**config.mk**
```make
export PLATFORM = sky130hd
export DESIGN_NAME = multicycle_control_unit
export DESIGN_NICKNAME = d
export VERILOG_FILES = /design/src/rtl/multicycle_control_unit.sv
export SDC_FILE = /design/constraint.sdc
export NUM_CORES = 1
export LEC_CHECK = 0
export ABC_AREA = 1
export BUFFER_PORTS_ARGS = -buffer_cell sky130_fd_sc_hd__clkbuf_2
export CORE_UTILIZATION = 35
export DETAILED_ROUTE_END_ITERATION = 10
export HOLD_SLACK_MARGIN = 0.08
export SETUP_SLACK_MARGIN = 0.4
export SLEW_MARGIN = 20
export SYNTH_ARGS = -nofsm -noshare
export SYNTH_HDL_FRONTEND = slang
export SYNTH_SLANG_ARGS = --single-unit
```
**constraint.sdc**
```tcl
create_clock -name CLK -period 1.1 [get_ports CLK]
set_input_delay 0.11 -clock CLK [delete_from_list [all_inputs] [get_ports CLK]]
set_output_delay 0.11 -clock CLK [all_outputs]
set_load 0.02 [all_outputs]
```
**src/rtl/multicycle_control_unit.sv**
```systemverilog
// Main-control FSM of the multicycle CPU: IF/ID/EXE/MEM/WB sequencing.
// Optional macro ILLEGAL_OP_TRAP_EN traps unknown opcodes in ID.
module multicycle_control_unit #(
  parameter logic [5:0] HALT_OPCODE = 6'b111111
) (
  input  logic       CLK,
  input  logic       Reset,
  input  logic [5:0] Opcode,
  input  logic       Zero,
  output logic [2:0] State,
  output logic       PCWre,
  output logic       IRWre,
  output logic       RegWre,
  output logic [1:0] RegDst,
  output logic       WrRegData,
  output logic       DBDataSrc,
  output logic       ALUSrcA,
  output logic       ALUSrcB,
  output logic [2:0] ALUOp,
  output logic       ExtSel,
  output logic       MemRd,
  output logic       MemWr,
  output logic [1:0] PCSrc,
  output logic       IllegalOp
);

  typedef enum logic [2:0] {
    S_IF     = 3'b000,
    S_ID     = 3'b001,
    S_EXE_LS = 3'b010,
    S_MEM    = 3'b011,
    S_WB_LD  = 3'b100,
    S_EXE_BR = 3'b101,
    S_EXE_AL = 3'b110,
    S_WB_AL  = 3'b111
  } state_t;

  localparam logic [5:0] OP_ADD   = 6'b000000;
  localparam logic [5:0] OP_SUB   = 6'b000001;
  localparam logic [5:0] OP_ADDI  = 6'b000010;
  localparam logic [5:0] OP_OR    = 6'b010000;
  localparam logic [5:0] OP_AND   = 6'b010001;
  localparam logic [5:0] OP_ORI   = 6'b010010;
  localparam logic [5:0] OP_SLL   = 6'b011000;
  localparam logic [5:0] OP_SLT   = 6'b100110;
  localparam logic [5:0] OP_SLTIU = 6'b100111;
  localparam logic [5:0] OP_SW    = 6'b110000;
  localparam logic [5:0] OP_LW    = 6'b110001;
  localparam logic [5:0] OP_BEQ   = 6'b110100;
  localparam logic [5:0] OP_J     = 6'b111000;
  localparam logic [5:0] OP_JR    = 6'b111001;
  localparam logic [5:0] OP_JAL   = 6'b111010;

  state_t r_state;
  state_t w_next;

  logic       w_rtype;
  logic       w_imm;
  logic       w_alu;
  logic       w_ls;
  logic       w_lw;
  logic       w_beq;
  logic       w_j;
  logic       w_jr;
  logic       w_jal;
  logic       w_halt;
  logic       w_known;
  logic [2:0] w_alu_op;
  logic       w_alu_a;
  logic       w_alu_b;
  logic       w_alu_ext;

  logic       w_pcwre;
  logic       w_irwre;
  logic       w_regwre;
  logic [1:0] w_regdst;
  logic       w_wrregdata;
  logic       w_dbdatasrc;
  logic       w_alusrca;
  logic       w_alusrcb;
  logic [2:0] w_aluop;
  logic       w_extsel;
  logic       w_memrd;
  logic       w_memwr;
  logic [1:0] w_pcsrc;
  logic       w_illegal;

  assign w_rtype = (Opcode == OP_ADD) || (Opcode == OP_SUB) ||
                   (Opcode == OP_OR)  || (Opcode == OP_AND) ||
                   (Opcode == OP_SLL) || (Opcode == OP_SLT);
  assign w_imm   = (Opcode == OP_ADDI) || (Opcode == OP_ORI) ||
                   (Opcode == OP_SLTIU);
  assign w_alu   = w_rtype || w_imm;
  assign w_lw    = (Opcode == OP_LW);
  assign w_ls    = w_lw || (Opcode == OP_SW);
  assign w_beq   = (Opcode == OP_BEQ);
  assign w_j     = (Opcode == OP_J);
  assign w_jr    = (Opcode == OP_JR);
  assign w_jal   = (Opcode == OP_JAL);
  assign w_halt  = (Opcode == HALT_OPCODE);
  assign w_known = w_halt || w_alu || w_ls || w_beq ||
                   w_j || w_jr || w_jal;

  // ALU controls shared by EXE_AL and WB_AL
  always_comb begin
    w_alu_op  = 3'b000;
    w_alu_a   = 1'b0;
    w_alu_b   = w_imm;
    w_alu_ext = 1'b1;
    case (Opcode)
      OP_SUB:   w_alu_op = 3'b001;
      OP_OR:    w_alu_op = 3'b010;
      OP_ORI: begin
        w_alu_op  = 3'b010;
        w_alu_ext = 1'b0;
      end
      OP_AND:   w_alu_op = 3'b011;
      OP_SLL: begin
        w_alu_op = 3'b100;
        w_alu_a  = 1'b1;
      end
      OP_SLT:   w_alu_op = 3'b101;
      OP_SLTIU: begin
        w_alu_op  = 3'b101;
        w_alu_ext = 1'b0;
      end
      default:  w_alu_op = 3'b000;
    endcase
  end

  // State register; reset returns to IF
  always_ff @(posedge CLK) begin
    if (Reset) r_state <= S_IF;
    else       r_state <= w_next;
  end

`ifdef ILLEGAL_OP_TRAP_EN
  logic r_illegal;

  // Sticky trap flag, cleared only by reset
  always_ff @(posedge CLK) begin
    if (Reset)
      r_illegal <= 1'b0;
    else if (r_state == S_ID && !w_known)
      r_illegal <= 1'b1;
  end

  assign w_illegal = r_illegal ||
                     (r_state == S_ID && !w_known);
`else
  assign w_illegal = 1'b0;
`endif

  // Next-state and datapath control decode
  always_comb begin
    w_next      = r_state;
    w_pcwre     = 1'b0;
    w_irwre     = 1'b0;
    w_regwre    = 1'b0;
    w_regdst    = 2'b00;
    w_wrregdata = 1'b0;
    w_dbdatasrc = 1'b0;
    w_alusrca   = 1'b0;
    w_alusrcb   = 1'b0;
    w_aluop     = 3'b000;
    w_extsel    = 1'b0;
    w_memrd     = 1'b0;
    w_memwr     = 1'b0;
    w_pcsrc     = 2'b00;
    case (r_state)
      S_IF: begin
        w_irwre = 1'b1;
        w_next  = S_ID;
      end
      S_ID: begin
        unique case (1'b1)
          w_halt: w_next = S_ID;
          w_alu:  w_next = S_EXE_AL;
          w_ls:   w_next = S_EXE_LS;
          w_beq:  w_next = S_EXE_BR;
          w_j: begin
            w_next  = S_IF;
            w_pcwre = 1'b1;
            w_pcsrc = 2'b11;
          end
          w_jr: begin
            w_next  = S_IF;
            w_pcwre = 1'b1;
            w_pcsrc = 2'b10;
          end
          w_jal: begin
            w_next   = S_IF;
            w_pcwre  = 1'b1;
            w_pcsrc  = 2'b11;
            w_regwre = 1'b1;
          end
          default: begin
`ifdef ILLEGAL_OP_TRAP_EN
            w_next  = S_ID;
`else
            w_next  = S_IF;
            w_pcwre = 1'b1;
`endif
          end
        endcase
      end
      S_EXE_AL, S_WB_AL: begin
        w_aluop   = w_alu_op;
        w_alusrca = w_alu_a;
        w_alusrcb = w_alu_b;
        w_extsel  = w_alu_ext;
        if (r_state == S_EXE_AL) begin
          w_next = S_WB_AL;
        end else begin
          w_next      = S_IF;
          w_regwre    = 1'b1;
          w_wrregdata = 1'b1;
          w_pcwre     = 1'b1;
          w_regdst    = w_rtype ? 2'b10 : 2'b01;
        end
      end
      S_EXE_LS: begin
        w_alusrcb = 1'b1;
        w_extsel  = 1'b1;
        w_next    = S_MEM;
      end
      S_MEM: begin
        w_alusrcb = 1'b1;
        w_extsel  = 1'b1;
        if (w_lw) begin
          w_memrd = 1'b1;
          w_next  = S_WB_LD;
        end else begin
          w_memwr = 1'b1;
          w_pcwre = 1'b1;
          w_next  = S_IF;
        end
      end
      S_WB_LD: begin
        w_alusrcb   = 1'b1;
        w_extsel    = 1'b1;
        w_memrd     = 1'b1;
        w_dbdatasrc = 1'b1;
        w_wrregdata = 1'b1;
        w_regwre    = 1'b1;
        w_regdst    = 2'b01;
        w_pcwre     = 1'b1;
        w_next      = S_IF;
      end
      S_EXE_BR: begin
        w_aluop = 3'b001;
        w_pcwre = 1'b1;
        w_pcsrc = Zero ? 2'b01 : 2'b00;
        w_next  = S_IF;
      end
      default: w_next = S_IF;
    endcase
  end

  assign State     = Reset ? 3'b000 : r_state;
  assign PCWre     = !Reset && w_pcwre;
  assign IRWre     = !Reset && w_irwre;
  assign RegWre    = !Reset && w_regwre;
  assign RegDst    = Reset ? 2'b00 : w_regdst;
  assign WrRegData = !Reset && w_wrregdata;
  assign DBDataSrc = !Reset && w_dbdatasrc;
  assign ALUSrcA   = !Reset && w_alusrca;
  assign ALUSrcB   = !Reset && w_alusrcb;
  assign ALUOp     = Reset ? 3'b000 : w_aluop;
  assign ExtSel    = !Reset && w_extsel;
  assign MemRd     = !Reset && w_memrd;
  assign MemWr     = !Reset && w_memwr;
  assign PCSrc     = Reset ? 2'b00 : w_pcsrc;
  assign IllegalOp = !Reset && w_illegal;

endmodule

```
==> key figures, run 1 <==
Outcome
  – Outcome: aborted with a tool error
  – Stopped at: global routing (5_1_grt)
  – Err: [ERROR DPL-0038] Utilization greater than 100%, impossible to legalize

Clock tree
  – # clock sinks: 3
  – Htree depth: 1
  – Clock Tree Buf Depth: 2
  – # hold bufs at CTS: 0
  – Clock root cell: clkbuf_4
  – Total CTS buffers: 3

Synthesis
  – Flop and latch count out of synthesis: 3
  – Yosys cell types: 24
  – Synth warn: 0
  – Mapped Cells: 115
  – Sequential area share after synthesis: 0.103
  – Cell Area, Synth: 584 sq um
  – Syn_nets: 124
  – Avg Inst Size Synth: 5.08 sq um

Placement
  – Placed cells: 187
  – Count of buffers from port buffering: 28
  – Routability cong.: 0.892
  – Detail Placement HPWL: 1880 um

Floorplan
  – # IOs: 30
  – DIE HEIGHT: 42.9 um
  – Initial Utilization: 0.379
  – Die width: 42.9 um
  – Row count: 14

STA
  – GRT worst endpoint: RegWre
  – Worst EP Category: top-level output

Global routing
  – Largest net degree at the start of global routing: 15
[metrics by stage]
step / cell area, sq um / setup slack (ns) / hold WS, ns / utilization / TNS (ns)
floorplan: 747 / -0.162 / 0.276 / - / -0.489
global placement: 1130 / -0.206 / 0.543 / 0.735 / -2.01
detailed placement: 1130 / -0.242 / 0.548 / 0.735 / -2.58
CTS: 1400 / -0.362 / 0.294 / 0.907 / -5.71
[repair_timing]
item,4_1_cts
buffers inserted,5
pin swaps,15
endpoints found under the hold margin,0
resized for setup,46
cloned,0
setup endpoints to repair,23
[cells in the mapped netlist (all sizes together)]
| cell type | instances | area [sq um] |
|---|---|---|
| a21oi | 8 | 40.0 |
| inv | 17 | 63.8 |
| dfxtp | 3 | 60.1 |
| a21boi | 1 | 7.51 |
| a31oi | 1 | 6.26 |
| buf | 2 | 18.8 |
| a22oi | 1 | 7.51 |
| conb | 1 | 3.75 |
| nand3 | 19 | 105 |
| clkbuf | 2 | 8.75 |
| nor3 | 3 | 20.0 |
| nand2 | 21 | 83.8 |
| clkinv | 1 | 5.00 |
| or2 | 1 | 6.26 |
| a41oi | 1 | 8.76 |
| nor2 | 31 | 129 |
| o21ai | 2 | 10.0 |
[logic make-up after synthesis]
group	share of synthesized area
compound gates	0.137
other cells	0.00642
flops	0.103
buf+inv	0.165
simple gates	0.589
==> run 2: changes to the inputs <==
Settings changed: CORE_AREA from default to 2 2 63 65, CORE_UTILIZATION 35 to default, DIE_AREA from default to 0 0 65 67, HOLD_SLACK_MARGIN 0.08 to default, PLACE_DENSITY_LB_ADDON from default to 0.15, SETUP_SLACK_MARGIN 0.4 to default.
==> key figures, run 2 <==
Outcome
  – Outcome: finished, violations left
  – Failing checks: setup timing

Floorplan
  – Core Footprint: 3610 sq um
  – Die width: 65 um
  – Initial Utilization: 0.162
  – Full die area: 4360 sq um
  – DIE HEIGHT: 67 um
  – # IOs: 30
  – Row count: 22

Global routing
  – First-pass GRT wire length: 4170 um
  – Antenna violations before repair: 0
  – Total gr overflow: 0
  – Total track usage: 0.123
  – Largest net degree at the start of global routing: 13
  – Vias in the first global route: 935

Detailed routing
  – First drt pass iteration count: 4
  – Post-DRT Antenna Nets: 0
  – WL final: 2450 um
  – Wire length per cell: 10.5 um
  – Initial DRC Count: 35
  – DRC viols: 0
  – Via-per-instance ratio: 4.14
  – Via count: 964

Critical path
  – CP Max Fanout: 4
  – Worst reg2reg startpoint: r_state[2]
  – Reg-to-reg slack, setup: -0.03 ns
  – Worst Setup Start Kind: flop
  – Crit Path Category: reg -> out
  – Setup crit end kind: primary output
  – Data required, critical path: 0.99 ns
  – Worst-case reg-to-reg path depth: 7
  – RR Endpoint: r_state[0]
  – Worst EP arrival: 1.34 ns

Clock tree
  – # clock sinks: 3
  – Htree depth: 1
  – CTS tree: done
  – # hold bufs at CTS: 0
  – Worst-skew pair later-pin latency: 0.22 ns
  – Total CTS buffers: 3
  – Clk slew on worst S/H paths: 0.03 ns
  – Clock root cell: clkbuf_8
  – Clock Tree Buf Depth: 2

Run
  – Maxcap violations: 0

Power
  – LEAKAGE: 0.729 nW
  – Worst VDD drop: 0.242 mV
  – Design Power: 0.848 mW
  – Pwr Density: 551 nW/um^2

Synthesis
  – Mapped Cells: 115
  – Number of synthesized flops with an enable pin: 0
  – Sequential area share after synthesis: 0.103
  – Flop and latch count out of synthesis: 3
  – Most used DFF post-synth: dfxtp_1
  – Most frequent cell after synthesis: nor2_1
  – Synth top area share: 0.167
  – Syn_nets: 124
  – Yosys cell types: 24
  – Avg Inst Size Synth: 5.08 sq um
  – Most frequent cells after synthesis: 26 x nor2_1, 19 x nand2_1, 17 x nand3_1, 12 x inv_1, 8 x a21oi_1
  – Largest cells by area after synthesis: nor2_1 17%, nand3_1 15%, nand2_1 12%
  – Share of flip-flops with an asynchronous set or reset: 0
  – Synth area leader: nor2_1
  – Cell Area, Synth: 584 sq um
  – Synth warn: 0

STA
  – Final worst setup slack: -0.350 ns
  – Period utilization: 1.32
  – Final Max Slew Viols: 0
  – Final setup viols: 20
  – RSZ-0062 raised after global routing: true
  – Fin. Hold Viols: 0
  – Final min period: 1.45 ns
  – Max Clock Skew: 0.00259 ns
  – FMAX: 690 MHz

Cells and area
  – Post-Route Utilization: 0.426
  – Cell Count, Final, Fillers Out: 233
  – Max reg flops: 3
  – Commonest cells after routing, fill and taps aside: 35 x buf_4, 14 x nand2_1, 14 x nand3_1
  – Commonest non-fill, non-tap cell in the layout: buf_4
  – FILL cells: 378
  – Nets@finish: 195
  – Registers with the most flip-flops: r_state x3
  – Area grow syn2layout: 163%
  – Diodes inserted: 0
  – Share of cells above drive strength 1: 0.681
  – Biggest register: r_state

Placement
  – Count of buffers from port buffering: 28
  – Placed cells: 220
  – Routability cong.: 0.846
  – Detail Placement HPWL: 1980 um
  – Setup slack at placement: -0.265 ns

Worst hold path
  – Min-Delay Path Class: in -> reg
  – Worst Hold Depth: 2
  – Worst Hold Launch: Reset
  – WHS Endpoint: r_state[2]
==> run 2: cell counts after synthesis <==
Identical to the previous run, type by type.
==> run 2: critical path, cell delays in order, from the launching register on <==
cell      delay [ns]
dfxtp_4         0.35
inv_4           0.08
nand2_4         0.07
nor2_4          0.15
nor2_4          0.06
nor2_4          0.09
a21boi_4        0.19
buf_8           0.12
==> run 2: through the flow <==
step	hold slack, ns	instance area (sq um)	setup TNS [ns]
final	0.166	1540	-4.37
after global routing	0.168	1540	-5.61
after CTS	0.157	1430	-4.83
after detailed placement	0.393	1150	-2.58
after global placement	0.393	1150	-2.43
after floorplan	0.276	731	-0.848
==> run 2: worst max-delay path by stage <==
stage                           from        end  cells after the start
after floorplan           r_state[1]  RegDst[0]                      7
after global placement    r_state[1]  RegDst[0]                      6
after detailed placement  r_state[1]  RegDst[0]                      6
after CTS                 r_state[1]  RegDst[0]                      7
after global routing      r_state[0]     RegWre                      7
final                     r_state[0]  RegDst[0]                      7
==> run 2: layout make-up <==
cell class | count | area, sq um | area share
multi-input combinational | 90 | 646 | 0.420
clock buffer | 4 | 45.0 | 0.0293
tap | 48 | 60.1 | 0.0391
sequential | 3 | 71.3 | 0.0464
inverter | 18 | 82.6 | 0.0537
timing repair buffer | 70 | 633 | 0.412
==> run 2: cells by family (layout without fill, tap and decap cells) <==
group,Yosys count,in the layout,share of synthesized area
and+or+nand+nor,75,75,0.589
buffers and inverters,22,92,0.165
AOI/OAI and AO/OA,14,14,0.137
DFF,3,3,0.103
other,1,1,0.00642
==> run 2: report_power, final <==
| part | internal (mW) | switching, mW | leakage (nW) |
|---|---|---|---|
| clock network | 0.247 | 0.0747 | 0.0228 |
| registers | 0.114 | 0.0116 | 0.0266 |
| logic | 0.193 | 0.208 | 0.679 |
| total | 0.554 | 0.294 | 0.729 |
==> run 2: metal layers <==
metal / global-route usage / share of wire / up-vias
li1: - / - / 507
met1: 0.154 / 0.42 / 429
met2: 0.215 / 0.53 / 26
met3: 0.0270 / 0.048 / 2
met4: 0.0239 / 0.0033 / 0
met5: 0 / 0 / -
==> run 2: timing repair <==
item                                    4_1_cts  5_1_grt
gates resized for setup                      51       34
cloned                                        0        0
pin swaps                                    15       13
endpoints found under the setup margin       21       23
buffers inserted                              6        4
(Power assumes the default switching activity.)
==> run 3: changes to the inputs <==
Settings changed: CTS_BUF_LIST from default to sky130_fd_sc_hd__clkbuf_4 sky130_fd_sc_hd__clkbuf_8, PLACE_DENSITY from default to 0.39, PLACE_DENSITY_LB_ADDON 0.15 to default.
==> key figures, run 3 (synthesis results as in run 2) <==
Outcome
  – Outcome: finished, violations left
  – Failing checks: setup timing

Placement
  – Placed inst area: 1140 sq um
  – Placed cells: 218
  – Detail Placement HPWL: 1930 um
  – Routability cong.: 0.850
  – Count of buffers from port buffering: 28

STA
  – Final setup viols: 21
  – RSZ-0062 raised after global routing: true
  – Final worst setup slack: -0.337 ns
  – Final min period: 1.44 ns
  – Fin. Hold Viols: 0
  – Final Max Slew Viols: 0
  – FMAX: 696 MHz
  – Period utilization: 1.31
  – Max Clock Skew: 0.00239 ns

Clock tree
  – Clk slew on worst S/H paths: 0.03 ns
  – # hold bufs at CTS: 0
  – Clock Tree Buf Depth: 2
  – Worst-skew pair later-pin latency: 0.22 ns
  – CTS tree: done
  – Htree depth: 1
  – Total CTS buffers: 3
  – Clock root cell: clkbuf_8
  – # clock sinks: 3

Cells and area
  – Share of cells above drive strength 1: 0.724
  – Cell Count, Final, Fillers Out: 229
  – Biggest register: r_state
  – Registers with the most flip-flops: r_state x3
  – Commonest non-fill, non-tap cell in the layout: buf_4
  – Max reg flops: 3
  – Diodes inserted: 0
  – Nets@finish: 191
  – Area grow syn2layout: 163%
  – Finished Cell Area: 1540 sq um
  – Commonest cells after routing, fill and taps aside: 35 x buf_4, 12 x nand2_1, 12 x nand3_1, 12 x nor2_1, 11 x nor2_4

Critical path
  – Worst EP arrival: 1.33 ns
  – Crit Path Category: reg -> out
  – CP Max Fanout: 4
  – Worst-case reg-to-reg path depth: 8
  – Worst Setup Start Kind: flop
  – Setup crit end kind: primary output
  – Data required, critical path: 0.99 ns

Worst hold path
  – Min-Delay Path Class: in -> reg
  – Worst Hold Depth: 3

Global routing
  – Vias in the first global route: 939
  – Total gr overflow: 0
  – Routing usage on met3: 0.0152
  – M1 GR Usage: 0.154
  – Total track usage: 0.125
  – First-pass GRT wire length: 4160 um
  – Met2 usage: 0.219
  – Largest net degree at the start of global routing: 10
  – Most used routing layer: met2
  – Antenna violations before repair: 0

Floorplan
  – Core Footprint: 3610 sq um
  – DIE HEIGHT: 67 um
  – Full die area: 4360 sq um
  – Initial Utilization: 0.162
  – Die width: 65 um
  – Row count: 22
  – # IOs: 30

Detailed routing
  – Wire length per cell: 11.1 um
  – DRC viols: 0
  – Via-per-instance ratio: 4.14
  – WL final: 2540 um
  – Post-DRT Antenna Nets: 0
  – Via count: 948
  – Initial DRC Count: 33
  – First drt pass iteration count: 4

Power
  – Worst VDD drop: 0.289 mV
  – LEAKAGE: 0.700 nW
  – Pwr Density: 568 nW/um^2

Run
  – Maxcap violations: 0
run 3: layer usage:
layer / routed length, um / vias to the layer above / part of all wire
li1: - / 496 / -
met1: 1100 / 420 / 0.43
met2: 1300 / 29 / 0.51
met3: 106 / 3 / 0.042
met4: 30 / 0 / 0.012
met5: 0 / - / 0
run 3: worst max-delay path, cell delays in order (launching register included):
cell,delay (ns)
dfxtp_4,0.35
inv_4,0.08
nand2_4,0.06
nor2_4,0.16
nor2_4,0.06
nor2_4,0.08
a21boi_4,0.19
buf_8,0.13
run 3: per-stage QoR:
| step | total power [mW] | setup slack (ns) | util | TNS, ns | hold WS [ns] |
|---|---|---|---|---|---|
| 6_report | 0.873 | -0.337 | 0.426 | -4.52 | 0.383 |
| 5_1_grt | 0.919 | -0.387 | 0.426 | -5.80 | 0.407 |
| 4_1_cts | 0.850 | -0.338 | 0.407 | -4.78 | 0.365 |
| 3_5_place_dp | 0.426 | -0.251 | 0.315 | -2.72 | 0.602 |
| 3_3_place_gp | 0.427 | -0.234 | 0.315 | -2.61 | 0.607 |
| 2_1_floorplan | 0.292 | -0.162 | - | -0.848 | 0.276 |
run 3: power breakdown:
group | switching, mW | internal, mW | leakage (nW)
registers | 0.0136 | 0.114 | 0.0266
clock network | 0.0840 | 0.273 | 0.0262
logic | 0.208 | 0.181 | 0.647
run 3: final cells by class:
cell class | count | area, sq um
inverters | 18 | 85.1
repair buffers | 66 | 602
clock buffers | 4 | 48.8
flip-flops and latches | 3 | 71.3
fillers | 378 | 2070
well taps | 48 | 60.1
multi-input cells | 90 | 671
run 3: repair_timing:
item | 4_1_cts | 5_1_grt
pin swaps | 19 | 8
setup buffers | 6 | 1
setup endpoints to repair | 22 | 23
resized for setup | 64 | 29
cloned | 0 | 0
run 3: worst paths after layout:
path              start          to  slack (ns)
max          r_state[0]   RegDst[0]       -0.34
min reg2reg  r_state[2]  r_state[0]        0.70
max reg2reg  r_state[1]  r_state[2]       -0.09
min               Reset  r_state[1]        0.38
